===== src/rtl/apb_gpio_irq_if.sv =====
// APB3 bus bundle for the GPIO controller.
// The master drives the request side; the slave returns read data, ready and error.
interface apb_gpio_irq_if #(
  parameter int NPINS      = 8,
  parameter int ADDR_WIDTH = 4
);
  logic                  pselx;
  logic                  penable;
  logic                  pwrite;
  logic [ADDR_WIDTH-1:0] paddr;
  logic [NPINS-1:0]      pwdata;
  logic [NPINS-1:0]      prdata;
  logic                  pready;
  logic                  pslverr;

  modport master (
    output pselx, penable, pwrite, paddr, pwdata,
    input  prdata, pready, pslverr
  );

  modport slave (
    input  pselx, penable, pwrite, paddr, pwdata,
    output prdata, pready, pslverr
  );
endinterface


===== src/rtl/apb_gpio_irq.sv =====
// APB3 GPIO controller with programmable wait states, input synchroniser,
// per-pin edge/level interrupts (W1C status) and atomic set/clear of OUT.
module apb_gpio_irq #(
  parameter int NPINS       = 8,
  parameter int ADDR_WIDTH  = 4,
  parameter int PREADY_DEL  = 0,
  parameter int SYNC_STAGES = 2
) (
  input  logic             pclk,
  input  logic             preset,
  apb_gpio_irq_if.slave    bus,
  input  logic [NPINS-1:0] y,
  output logic [NPINS-1:0] oe,
  output logic [NPINS-1:0] pu,
  output logic [NPINS-1:0] pd,
  output logic [NPINS-1:0] a,
  output logic             irq
);

  typedef enum logic [1:0] {IDLE, SETUP, ACCESS} state_t;

  localparam logic [31:0] IDX_OE       = 32'd0;
  localparam logic [31:0] IDX_PU       = 32'd1;
  localparam logic [31:0] IDX_PD       = 32'd2;
  localparam logic [31:0] IDX_OUT      = 32'd3;
  localparam logic [31:0] IDX_IN       = 32'd4;
  localparam logic [31:0] IDX_EN       = 32'd5;
  localparam logic [31:0] IDX_TYPE     = 32'd6;
  localparam logic [31:0] IDX_POL      = 32'd7;
  localparam logic [31:0] IDX_STATUS   = 32'd8;
  localparam logic [31:0] IDX_OUT_SET  = 32'd9;
  localparam logic [31:0] IDX_OUT_CLR  = 32'd10;

  state_t           state_q, state_d;
  logic [2:0]       cnt_q;
  logic [31:0]      idx;
  logic             ready, mapped, err, wr_commit;

  logic [NPINS-1:0] oe_q, pu_q, pd_q, out_q;
  logic [NPINS-1:0] en_q, type_q, pol_q, status_q, status_d;
  logic [NPINS-1:0] sync_ff [SYNC_STAGES];
  logic [NPINS-1:0] sync_q, prev_q, evt, rd_data;

  // Zero-extend the index so indices beyond the map decode as unmapped at any width.
  assign idx       = 32'(bus.paddr);
  assign mapped    = (idx <= IDX_OUT_CLR);
  assign ready     = (state_q == ACCESS) && (cnt_q == 3'(PREADY_DEL));
  assign err       = ready && (!mapped || (bus.pwrite && idx == IDX_IN));
  assign wr_commit = bus.pselx && bus.penable && ready && bus.pwrite && !err;

  // NOTE: every signal assigned in always_comb gets a default first, so no path
  // leaves it unassigned and no latch is inferred.
  always_comb begin
    state_d = state_q;
    unique case (state_q)
      IDLE:    if (bus.pselx && !bus.penable) state_d = SETUP;
      SETUP:   state_d = bus.pselx ? ACCESS : IDLE;
      ACCESS: begin
        if (!bus.pselx)  state_d = IDLE;
        else if (ready)  state_d = bus.penable ? IDLE : SETUP;
      end
      default: state_d = IDLE;
    endcase
  end

  // NOTE: sequential state uses non-blocking assignments so every flop samples
  // the pre-edge values regardless of statement order.
  always_ff @(posedge pclk or posedge preset) begin
    if (preset) begin
      state_q <= IDLE;
      cnt_q   <= '0;
    end else begin
      state_q <= state_d;
      if (state_q == SETUP)              cnt_q <= '0;
      else if (state_q == ACCESS && !ready) cnt_q <= cnt_q + 3'd1;
    end
  end

  // Pad input synchroniser plus the previous-sample register for edge detect.
  always_ff @(posedge pclk or posedge preset) begin
    if (preset) begin
      for (int i = 0; i < SYNC_STAGES; i++) sync_ff[i] <= '0;
      prev_q <= '0;
    end else begin
      sync_ff[0] <= y;
      for (int i = 1; i < SYNC_STAGES; i++) sync_ff[i] <= sync_ff[i-1];
      prev_q <= sync_q;
    end
  end

  assign sync_q = sync_ff[SYNC_STAGES-1];

  // Edge mode follows POL for rising/falling; level mode fires while sync == POL.
  assign evt = (type_q & ((pol_q & sync_q & ~prev_q) | (~pol_q & ~sync_q & prev_q)))
             | (~type_q & ~(sync_q ^ pol_q));

  // A W1C clear and a new event on the same bit resolve to set.
  always_comb begin
    status_d = status_q;
    if (wr_commit && idx == IDX_STATUS) status_d = status_d & ~bus.pwdata;
    status_d = status_d | (evt & en_q);
  end

  always_ff @(posedge pclk or posedge preset) begin
    if (preset) begin
      oe_q     <= '0;
      pu_q     <= '0;
      pd_q     <= '0;
      out_q    <= '0;
      en_q     <= '0;
      type_q   <= '0;
      pol_q    <= '0;
      status_q <= '0;
      irq      <= 1'b0;
    end else begin
      status_q <= status_d;
      irq      <= |(status_q & en_q);
      if (wr_commit) begin
        case (idx)
          IDX_OE:      oe_q   <= bus.pwdata;
          IDX_PU:      pu_q   <= bus.pwdata;
          IDX_PD:      pd_q   <= bus.pwdata;
          IDX_OUT:     out_q  <= bus.pwdata;
          IDX_EN:      en_q   <= bus.pwdata;
          IDX_TYPE:    type_q <= bus.pwdata;
          IDX_POL:     pol_q  <= bus.pwdata;
          IDX_OUT_SET: out_q  <= out_q | bus.pwdata;
          IDX_OUT_CLR: out_q  <= out_q & ~bus.pwdata;
          default:     ;
        endcase
      end
    end
  end

  always_comb begin
    rd_data = '0;
    case (idx)
      IDX_OE:     rd_data = oe_q;
      IDX_PU:     rd_data = pu_q;
      IDX_PD:     rd_data = pd_q;
      IDX_OUT:    rd_data = out_q;
      IDX_IN:     rd_data = sync_q;
      IDX_EN:     rd_data = en_q;
      IDX_TYPE:   rd_data = type_q;
      IDX_POL:    rd_data = pol_q;
      IDX_STATUS: rd_data = status_q;
      default:    rd_data = '0;
    endcase
  end

  assign bus.pready  = ready;
  assign bus.pslverr = err;
  assign bus.prdata  = (ready && !bus.pwrite) ? rd_data : '0;

  assign oe = oe_q;
  assign pu = pu_q;
  assign pd = pd_q & ~pu_q;
  assign a  = out_q;

endmodule


===== src/flat_wrapper.sv =====
// flat-port wrapper written by rule: the top's interface ports become plain ports
module apb_gpio_irq_flat 
#(
  parameter int NPINS       = 8,
  parameter int ADDR_WIDTH  = 4,
  parameter int PREADY_DEL  = 0,
  parameter int SYNC_STAGES = 2
)
  (pclk, preset, y, oe, pu, pd, a, irq, bus_pselx, bus_penable, bus_pwrite, bus_paddr, bus_pwdata, bus_prdata, bus_pready, bus_pslverr);
  apb_gpio_irq_if #(.NPINS(NPINS), .ADDR_WIDTH(ADDR_WIDTH)) bus_i ();
  input  logic pclk;
  input  logic preset;
  input  logic [NPINS-1:0] y;
  output logic [NPINS-1:0] oe;
  output logic [NPINS-1:0] pu;
  output logic [NPINS-1:0] pd;
  output logic [NPINS-1:0] a;
  output logic irq;
  input wire logic [$bits(bus_i.pselx)-1:0] bus_pselx;
  input wire logic [$bits(bus_i.penable)-1:0] bus_penable;
  input wire logic [$bits(bus_i.pwrite)-1:0] bus_pwrite;
  input wire logic [$bits(bus_i.paddr)-1:0] bus_paddr;
  input wire logic [$bits(bus_i.pwdata)-1:0] bus_pwdata;
  output wire logic [$bits(bus_i.prdata)-1:0] bus_prdata;
  output wire logic [$bits(bus_i.pready)-1:0] bus_pready;
  output wire logic [$bits(bus_i.pslverr)-1:0] bus_pslverr;
  assign bus_i.pselx = bus_pselx;
  assign bus_i.penable = bus_penable;
  assign bus_i.pwrite = bus_pwrite;
  assign bus_i.paddr = bus_paddr;
  assign bus_i.pwdata = bus_pwdata;
  assign bus_prdata = bus_i.prdata;
  assign bus_pready = bus_i.pready;
  assign bus_pslverr = bus_i.pslverr;
  apb_gpio_irq #(.NPINS(NPINS), .ADDR_WIDTH(ADDR_WIDTH), .PREADY_DEL(PREADY_DEL), .SYNC_STAGES(SYNC_STAGES)) u_core (.pclk(pclk), .preset(preset), .bus(bus_i), .y(y), .oe(oe), .pu(pu), .pd(pd), .a(a), .irq(irq));
endmodule

===== config.mk =====
export PLATFORM = sky130hd
export DESIGN_NAME = apb_gpio_irq_flat
export DESIGN_NICKNAME = d
export VERILOG_FILES = /design/src/rtl/apb_gpio_irq_if.sv /design/src/rtl/apb_gpio_irq.sv /design/src/flat_wrapper.sv
export SDC_FILE = /design/constraint.sdc
export NUM_CORES = 1
export LEC_CHECK = 0
export ABC_AREA = 1
export BUFFER_PORTS_ARGS = -buffer_cell sky130_fd_sc_hd__buf_2
export CORE_MARGIN = 1.5
export CORE_UTILIZATION = 40
export DETAILED_ROUTE_END_ITERATION = 16
export PLACE_DENSITY_LB_ADDON = 0.08
export SYNTH_ARGS = -nofsm -noshare
export SYNTH_HDL_FRONTEND = slang
export SYNTH_SLANG_ARGS = --single-unit

===== constraint.sdc =====
create_clock -name pclk -period 5.1 [get_ports pclk]
set_input_delay 0.51 -clock pclk [delete_from_list [all_inputs] [get_ports pclk]]
set_output_delay 0.51 -clock pclk [all_outputs]
set_load 0.02 [all_outputs]

=== Yosys cells after proc, flatten, opt, wreduce, memory -nomap -nowiden ===
Cells that the tools add are included.

* $add $sub $neg: 1
* $lt $le $gt $ge: 1
* Equality and inequality tests: 14
* Muxes and demuxes: 12
* Bitwise logic cells: 23
* Reductions and logical operators: 31

{| class="wikitable"
|+ Operator list
! operator !! count
|-
| 8-bit bitwise AND || 11
|-
| 8-bit one-hot mux with 9 select lines || 1
|-
| 8-bit NOT || 7
|-
| 32-bit zero test || 1
|-
| 8-bit OR || 4
|-
| 8-bit one-hot mux with 3 select lines || 1
|-
| 4-bit by 3-bit equality test with 1-bit output, second input constant || 4
|-
| 8-bit 2-to-1 mux || 2
|-
| 2-bit AND reduction || 8
|-
| 4-bit equality test, second input constant || 3
|-
| 1-bit logical AND || 11
|-
| 4-bit by 2-bit equality test with 1-bit output, second input constant || 2
|-
| 2-bit 2-to-1 mux || 4
|-
| 8-bit OR reduction || 1
|-
| 8-bit bitwise XOR || 1
|-
| 3-bit 2-to-1 mux || 2
|-
| 2-bit one-hot mux with 3 select lines || 1
|-
| 1-bit zero test || 5
|-
| 4-bit by 1-bit equality test with 1-bit output, second input constant || 1
|-
| 4-bit less-or-equal comparator, second input constant || 1
|-
| 3-bit by 1-bit adder with 3-bit output, second input constant || 1
|-
| 3-bit zero test || 1
|-
| 3-bit by 2-bit inequality test with 1-bit output, second input constant || 1
|-
| 3-bit nonzero test || 1
|-
| 7 further kinds || 7
|}

* Register bits after elaboration: 94
* Input bits: 25
* Output and inout port bits: 43
* Logic and storage cells: 96

=== Logic depth before layout (Yosys ltp) ===
* Depth in word-level cells: 9
* Gate-level depth with buffers: 11
* Depth with buffers taken out: 9

=== Worst setup path after synthesis ===
No wires, ideal clock.

* Kind: input port to output port
* Start: input port bus_paddr[2]
* End: output port bus_prdata[6]
* Arrival time: 1.555 ns
* Data required time: 4.590 ns
* Path slack: 3.035 ns
* Stages: 7
* Cell sequence: nor2_1 -> buf_2 -> buf_2 -> nand3_1 -> nand3_1 -> nor2_1 -> a21oi_1

* Longest elaborated chain between the ends: 3
* Elaborated cells on any way between the ends: 11

{| class="wikitable"
|+ Ends and longest elaborated chain
! what !! RTL line !! RTL
|-
| start, declared || flat_wrapper.sv:22 || <nowiki>input wire logic [$bits(bus_i.paddr)-1:0] bus_paddr;</nowiki>
|-
| 32-bit zero test, or another cell as far along || apb_gpio_irq.sv:137 || <nowiki>case (idx)</nowiki>
|-
| 8-bit one-hot mux with 9 select lines (*) || apb_gpio_irq.sv:137 ||
|-
| 8-bit 2-to-1 mux (*) || apb_gpio_irq.sv:153 || <nowiki>assign bus.prdata = (ready && !bus.pwrite) ? rd_data : '0;</nowiki>
|-
| end, declared || flat_wrapper.sv:24 || <nowiki>output wire logic [$bits(bus_i.prdata)-1:0] bus_prdata;</nowiki>
|}

Every way passes the cells marked *; elsewhere a longest branch is shown, timed or not.

=== Worst setup path in the final report ===
* Start: register u_core.cnt_q[0]
* End: output port bus_prdata[6]

* Longest elaborated chain between the ends: 4

{| class="wikitable"
|+ Ends and longest elaborated chain
! what !! RTL line !! RTL
|-
| start, declared || apb_gpio_irq.sv:35 || <nowiki>logic [2:0] cnt_q;</nowiki>
|-
| start signal, assigned || apb_gpio_irq.sv:75 || <nowiki>else if (state_q == ACCESS && !ready) cnt_q <= cnt_q + 3'd1;</nowiki>
|-
| 3-bit zero test || apb_gpio_irq.sv:47 || <nowiki>assign ready = (state_q == ACCESS) && (cnt_q == 3'(PREADY_DEL));</nowiki>
|-
| 1-bit logical AND || apb_gpio_irq.sv:47 ||
|-
| 1-bit logical AND || apb_gpio_irq.sv:153 ||
|-
| 8-bit 2-to-1 mux || apb_gpio_irq.sv:153 ||
|}

No other way between the ends.

==> results.md <==
Run status:
- The run finished with clean final reports.

Global route:
- The number of global-route vias before repair is 4333.
- The global-route track usage on met2 is 34.0%.
- Entering global routing, the biggest net connects 63 pins.
- The met1 demand-to-capacity share in global routing is 34.3%.
- The initial antenna violation count is 0.
- The sum of overflow across all layers after global routing is 0.
- The first global-routing pass estimated 23200 µm of wire.
- After global routing, the most crowded layer is met1.
- In the global route stage, met3 resource usage came out at 4.38%.
- Across every metal layer, demand over resource in global routing totals 23.2%.

Pwr:
- The total power consumption of the routed design is 1.56 mW.
- The leakage power figure is 3.04 nW.
- The areal power density over the cells is 271 mW/mm².
- The maximum resistive drop on vdd is 0.162 mV.

Timing:
- The number of max-slew violations in the final report was 0.
- Adding up every negative setup slack in the final design gives 0 ns.
- Headroom to the max-slew limit came out at 40.1%.
- The number of failing hold endpoints at the final stage is 0.
- The final critical-path required period is 2.87 ns.
- The worst path uses 56.3% of the clock period.
- Setup violations remaining at the end of the flow were counted as 0.
- The smallest setup slack after layout is 2.23 ns.
- For the pin with the worst max-slew slack, the measured transition is 0.895 ns.
- Setup repair after global routing left no endpoint under its margin.
- The clock tree skew after final layout is 0.0102 ns.
- Static timing analysis puts the maximum clock frequency at 0.348 GHz.

Critical path:
- The critical path data arrival time is 2.36 ns.
- The worst register-to-register path has a setup slack of 2.92 ns.
- The endpoint identified for the worst register-to-register timing path is u_core.pu[7].
- The kind of capture point of the worst setup path is an output pin.
- The startpoint of the most critical setup path is u_core.cnt_q[0].
- The category of the worst setup path launch point is a register.
- The worst register-to-register path begins at u_core.cnt_q[0].
- The largest fanout on the critical path is 5.
- The critical path data required time is 4.59 ns.
- The category of the critical setup timing path is register to output pin.
- Counting cells, the worst reg-to-reg path comes to 9.

Clocking:
- The H-tree generated during clock tree synthesis spans 3 levels.
- Gates resized during post-CTS repair numbered 0.
- After clock tree synthesis, the clock-pin slew on the worst setup and hold paths is 0.07 ns.
- The total of hold buffers inserted after clock tree synthesis is 0.
- Counting along the longest clock path gives a buffer depth of 2.
- TritonCTS built the clock tree.
- The clock tree root driver cell is sky130_fd_sc_hd__clkbuf_16.
- The clock latency at the later pin of the worst-skew pair is 0.35 ns.
- The setup fix buffers added after clock tree synthesis is 0.
- The CTS buffer count is 9.
- The clock sink count is 94.

Cells and area:
- Relative to the synthesized area, the layout overhead comes to 15.1%.
- Leaving out filler cells and counting taps, the final layout contains 900.
- The fraction of layout cells with a size suffix above 1 is 14.9%.
- At the end of the flow, the number of nets in the layout was 770.
- The repair_antennas step left the layout with diodes totalling 0.

Synthesis:
- For this run, the number of Yosys warnings is 0.
- The register bit count reported by yosys is 94.
- Counting every instance in the synthesized netlist gives 664.
- The number of distinct standard cells referenced by the synthesized netlist is 25.
- The synthesized area is 0.00501 mm².
- After synthesis, the mean cell area works out to 7.54 µm².
- The share of the Yosys chip area taken by registers is 47.0%.
- The synthesized netlist net count is 707.

Place:
- The number of port buffers is 67.
- The routability congestion estimate is 0.952.
- The post-detailed-placement half-perimeter wirelength is 10200 µm.
- Timing analysis after detailed placement gives a worst setup slack of 2.45 ns.
- After detailed placement, the design holds a cell count of 884.

Detailed routing:
- The total via count in the routed design is 4435.
- After detailed routing, the average wire length per cell comes to 15.6 µm.
- Using the TritonRoute via totals, the vias-per-cell ratio works out to 4.93.
- The post-detailed-route count of antenna-violating nets is 0.
- The total routed wirelength is 14100 µm.
- The number of remaining DRC errors is 0.
- After the first detailed-routing iteration, the DRC count stood at 373.
- The first detailed-routing pass took 6 iterations.

Die:
- The x dimension of the die is 115 µm.
- The floorplan step defined a die boundary enclosing 0.0132 mm².
- The core region is 0.0121 mm².
- The floorplan has 40 rows.
- From bottom edge to top edge, the die measures 115 µm.
- Once the floorplan was initialized, standard cells occupied 41.3% of the core.
- In this run the count of I/O pins placed on the die edge is 68.

Hold path:
- The number of instances on the worst hold path is 1.
- The launch instance of the worst min-delay path is y[5].
- The path class of the lowest-slack min-delay path is input port to register.
- The path with the worst hold slack has its endpoint at u_core.sync_ff[13].

Run:
- Across the run, the number of max-cap violations was 0.
-- final cells by class --
cell class | count | area, µm²
Fill cell | 1284 | 6350
Clock buffer | 10 | 239
Tap cell | 168 | 210
Inverter | 99 | 374
Sequential cell | 94 | 2350
Clock inverter | 6 | 47.5
Multi-Input combinational cell | 453 | 2180
Timing Repair Buffer | 70 | 358
-- cells in the final DEF, fill, tap and decap left out, drive strengths merged --
cell,count
inv,98
nor3,2
a21oi,18
nor2,63
nand3,95
buf,70
dfrtp,94
o21ai,65
nand2,189
clkinvlp,1
a221oi,2
ha,18
clkbuf,10
nor4,1
clkinv,6
-- metal layers --
layer  share of wire (%)  wire [µm]
met2                  43       6060
met3                 6.0        840
met5                   0          0
met1                  49       6900
met4                 1.8        254
-- where the power goes --
| group | internal, mW | switching [mW] |
|---|---|---|
| Combinational | 0.0342 | 0.0933 |
| Clock | 0.347 | 0.306 |
| Sequential | 0.765 | 0.0185 |
| Total | 1.15 | 0.417 |
-- through the flow --
stage	hold WS, ns	cell area [µm²]	util (%)
2_1_floorplan	0.331	5010	-
3_3_place_gp	0.334	5480	45.2
3_5_place_dp	0.336	5480	45.2
4_1_cts	0.248	5760	47.6
5_1_grt	0.247	5760	47.6
6_report	0.260	5760	47.6
-- worst max path at each step --
| stage | endpoint | slack, ns | cells after the start |
|---|---|---|---|
| finish | bus_prdata[6] | 2.23 | 9 |
| CTS | bus_prdata[6] | 2.28 | 9 |
| global placement | bus_prdata[3] | 2.51 | 8 |
| global route | bus_prdata[6] | 2.06 | 9 |
| detailed placement | bus_prdata[3] | 2.45 | 8 |
| floorplan | u_core.a[0] | 2.14 | 1 |
-- worst max-delay path, cell delays in order (launching register included) --
cell and delay (ns):
sky130_fd_sc_hd__dfrtp_1 0.39, sky130_fd_sc_hd__inv_1 0.10, sky130_fd_sc_hd__ha_1 0.16, sky130_fd_sc_hd__inv_1 0.04
sky130_fd_sc_hd__nor2_1 0.19, sky130_fd_sc_hd__nand2_1 0.18, sky130_fd_sc_hd__nor2_1 0.32, sky130_fd_sc_hd__inv_1 0.20
sky130_fd_sc_hd__a21oi_1 0.23, sky130_fd_sc_hd__buf_2 0.21
-- cell families after synthesis --
logic type / after synthesis / synth area share [%]
buffers and inverters: 117 / 9.45
AOI/OAI and AO/OA: 85 / 9.10
adders and majority gates: 18 / 4.50
and+or+nand+nor: 350 / 30.0
DFF: 94 / 47.0
-- synthesized netlist by cell type --
cell / number / area [µm²]
sky130_fd_sc_hd__nand3_1: 94 / 470
sky130_fd_sc_hd__o21ai_0: 55 / 275
sky130_fd_sc_hd__a21oi_1: 18 / 90.1
sky130_fd_sc_hd__nand2_4: 1 / 11.3
sky130_fd_sc_hd__dfrtp_1: 94 / 2350
sky130_fd_sc_hd__nor2_8: 1 / 20.0
sky130_fd_sc_hd__nor4_1: 1 / 6.26
sky130_fd_sc_hd__clkbuf_1: 5 / 18.8
sky130_fd_sc_hd__nor2_4: 1 / 11.3
sky130_fd_sc_hd__nor2_1: 58 / 218
sky130_fd_sc_hd__nand2_2: 8 / 50.1
sky130_fd_sc_hd__clkinv_1: 1 / 3.75
sky130_fd_sc_hd__nor2_2: 3 / 18.8
sky130_fd_sc_hd__nor3_1: 2 / 10.0
sky130_fd_sc_hd__buf_4: 2 / 15.0
sky130_fd_sc_hd__buf_2: 9 / 45.0
sky130_fd_sc_hd__o21ai_1: 4 / 20.0
sky130_fd_sc_hd__ha_1: 18 / 225
sky130_fd_sc_hd__buf_6: 2 / 22.5
sky130_fd_sc_hd__a221oi_1: 2 / 17.5
sky130_fd_sc_hd__nand3_2: 1 / 10.0
sky130_fd_sc_hd__inv_1: 97 / 364
sky130_fd_sc_hd__o21ai_2: 6 / 52.6
sky130_fd_sc_hd__inv_2: 1 / 3.75
sky130_fd_sc_hd__nand2_1: 180 / 676
-- registers in the layout (all words and copies together), names as in the netlist --
signal           flops
u_core.irq           1
u_core.pd_q          8
u_core.type_q        8
u_core.sync_ff       8
u_core.a             8
u_core.en_q          8
u_core.oe            8
u_core.state_q       2
u_core.status_q      8
u_core.cnt_q         3
u_core.prev_q        8
u_core.pu            8
u_core.pol_q         8
u_core.sync_q        8
(Power assumes the default switching activity.)
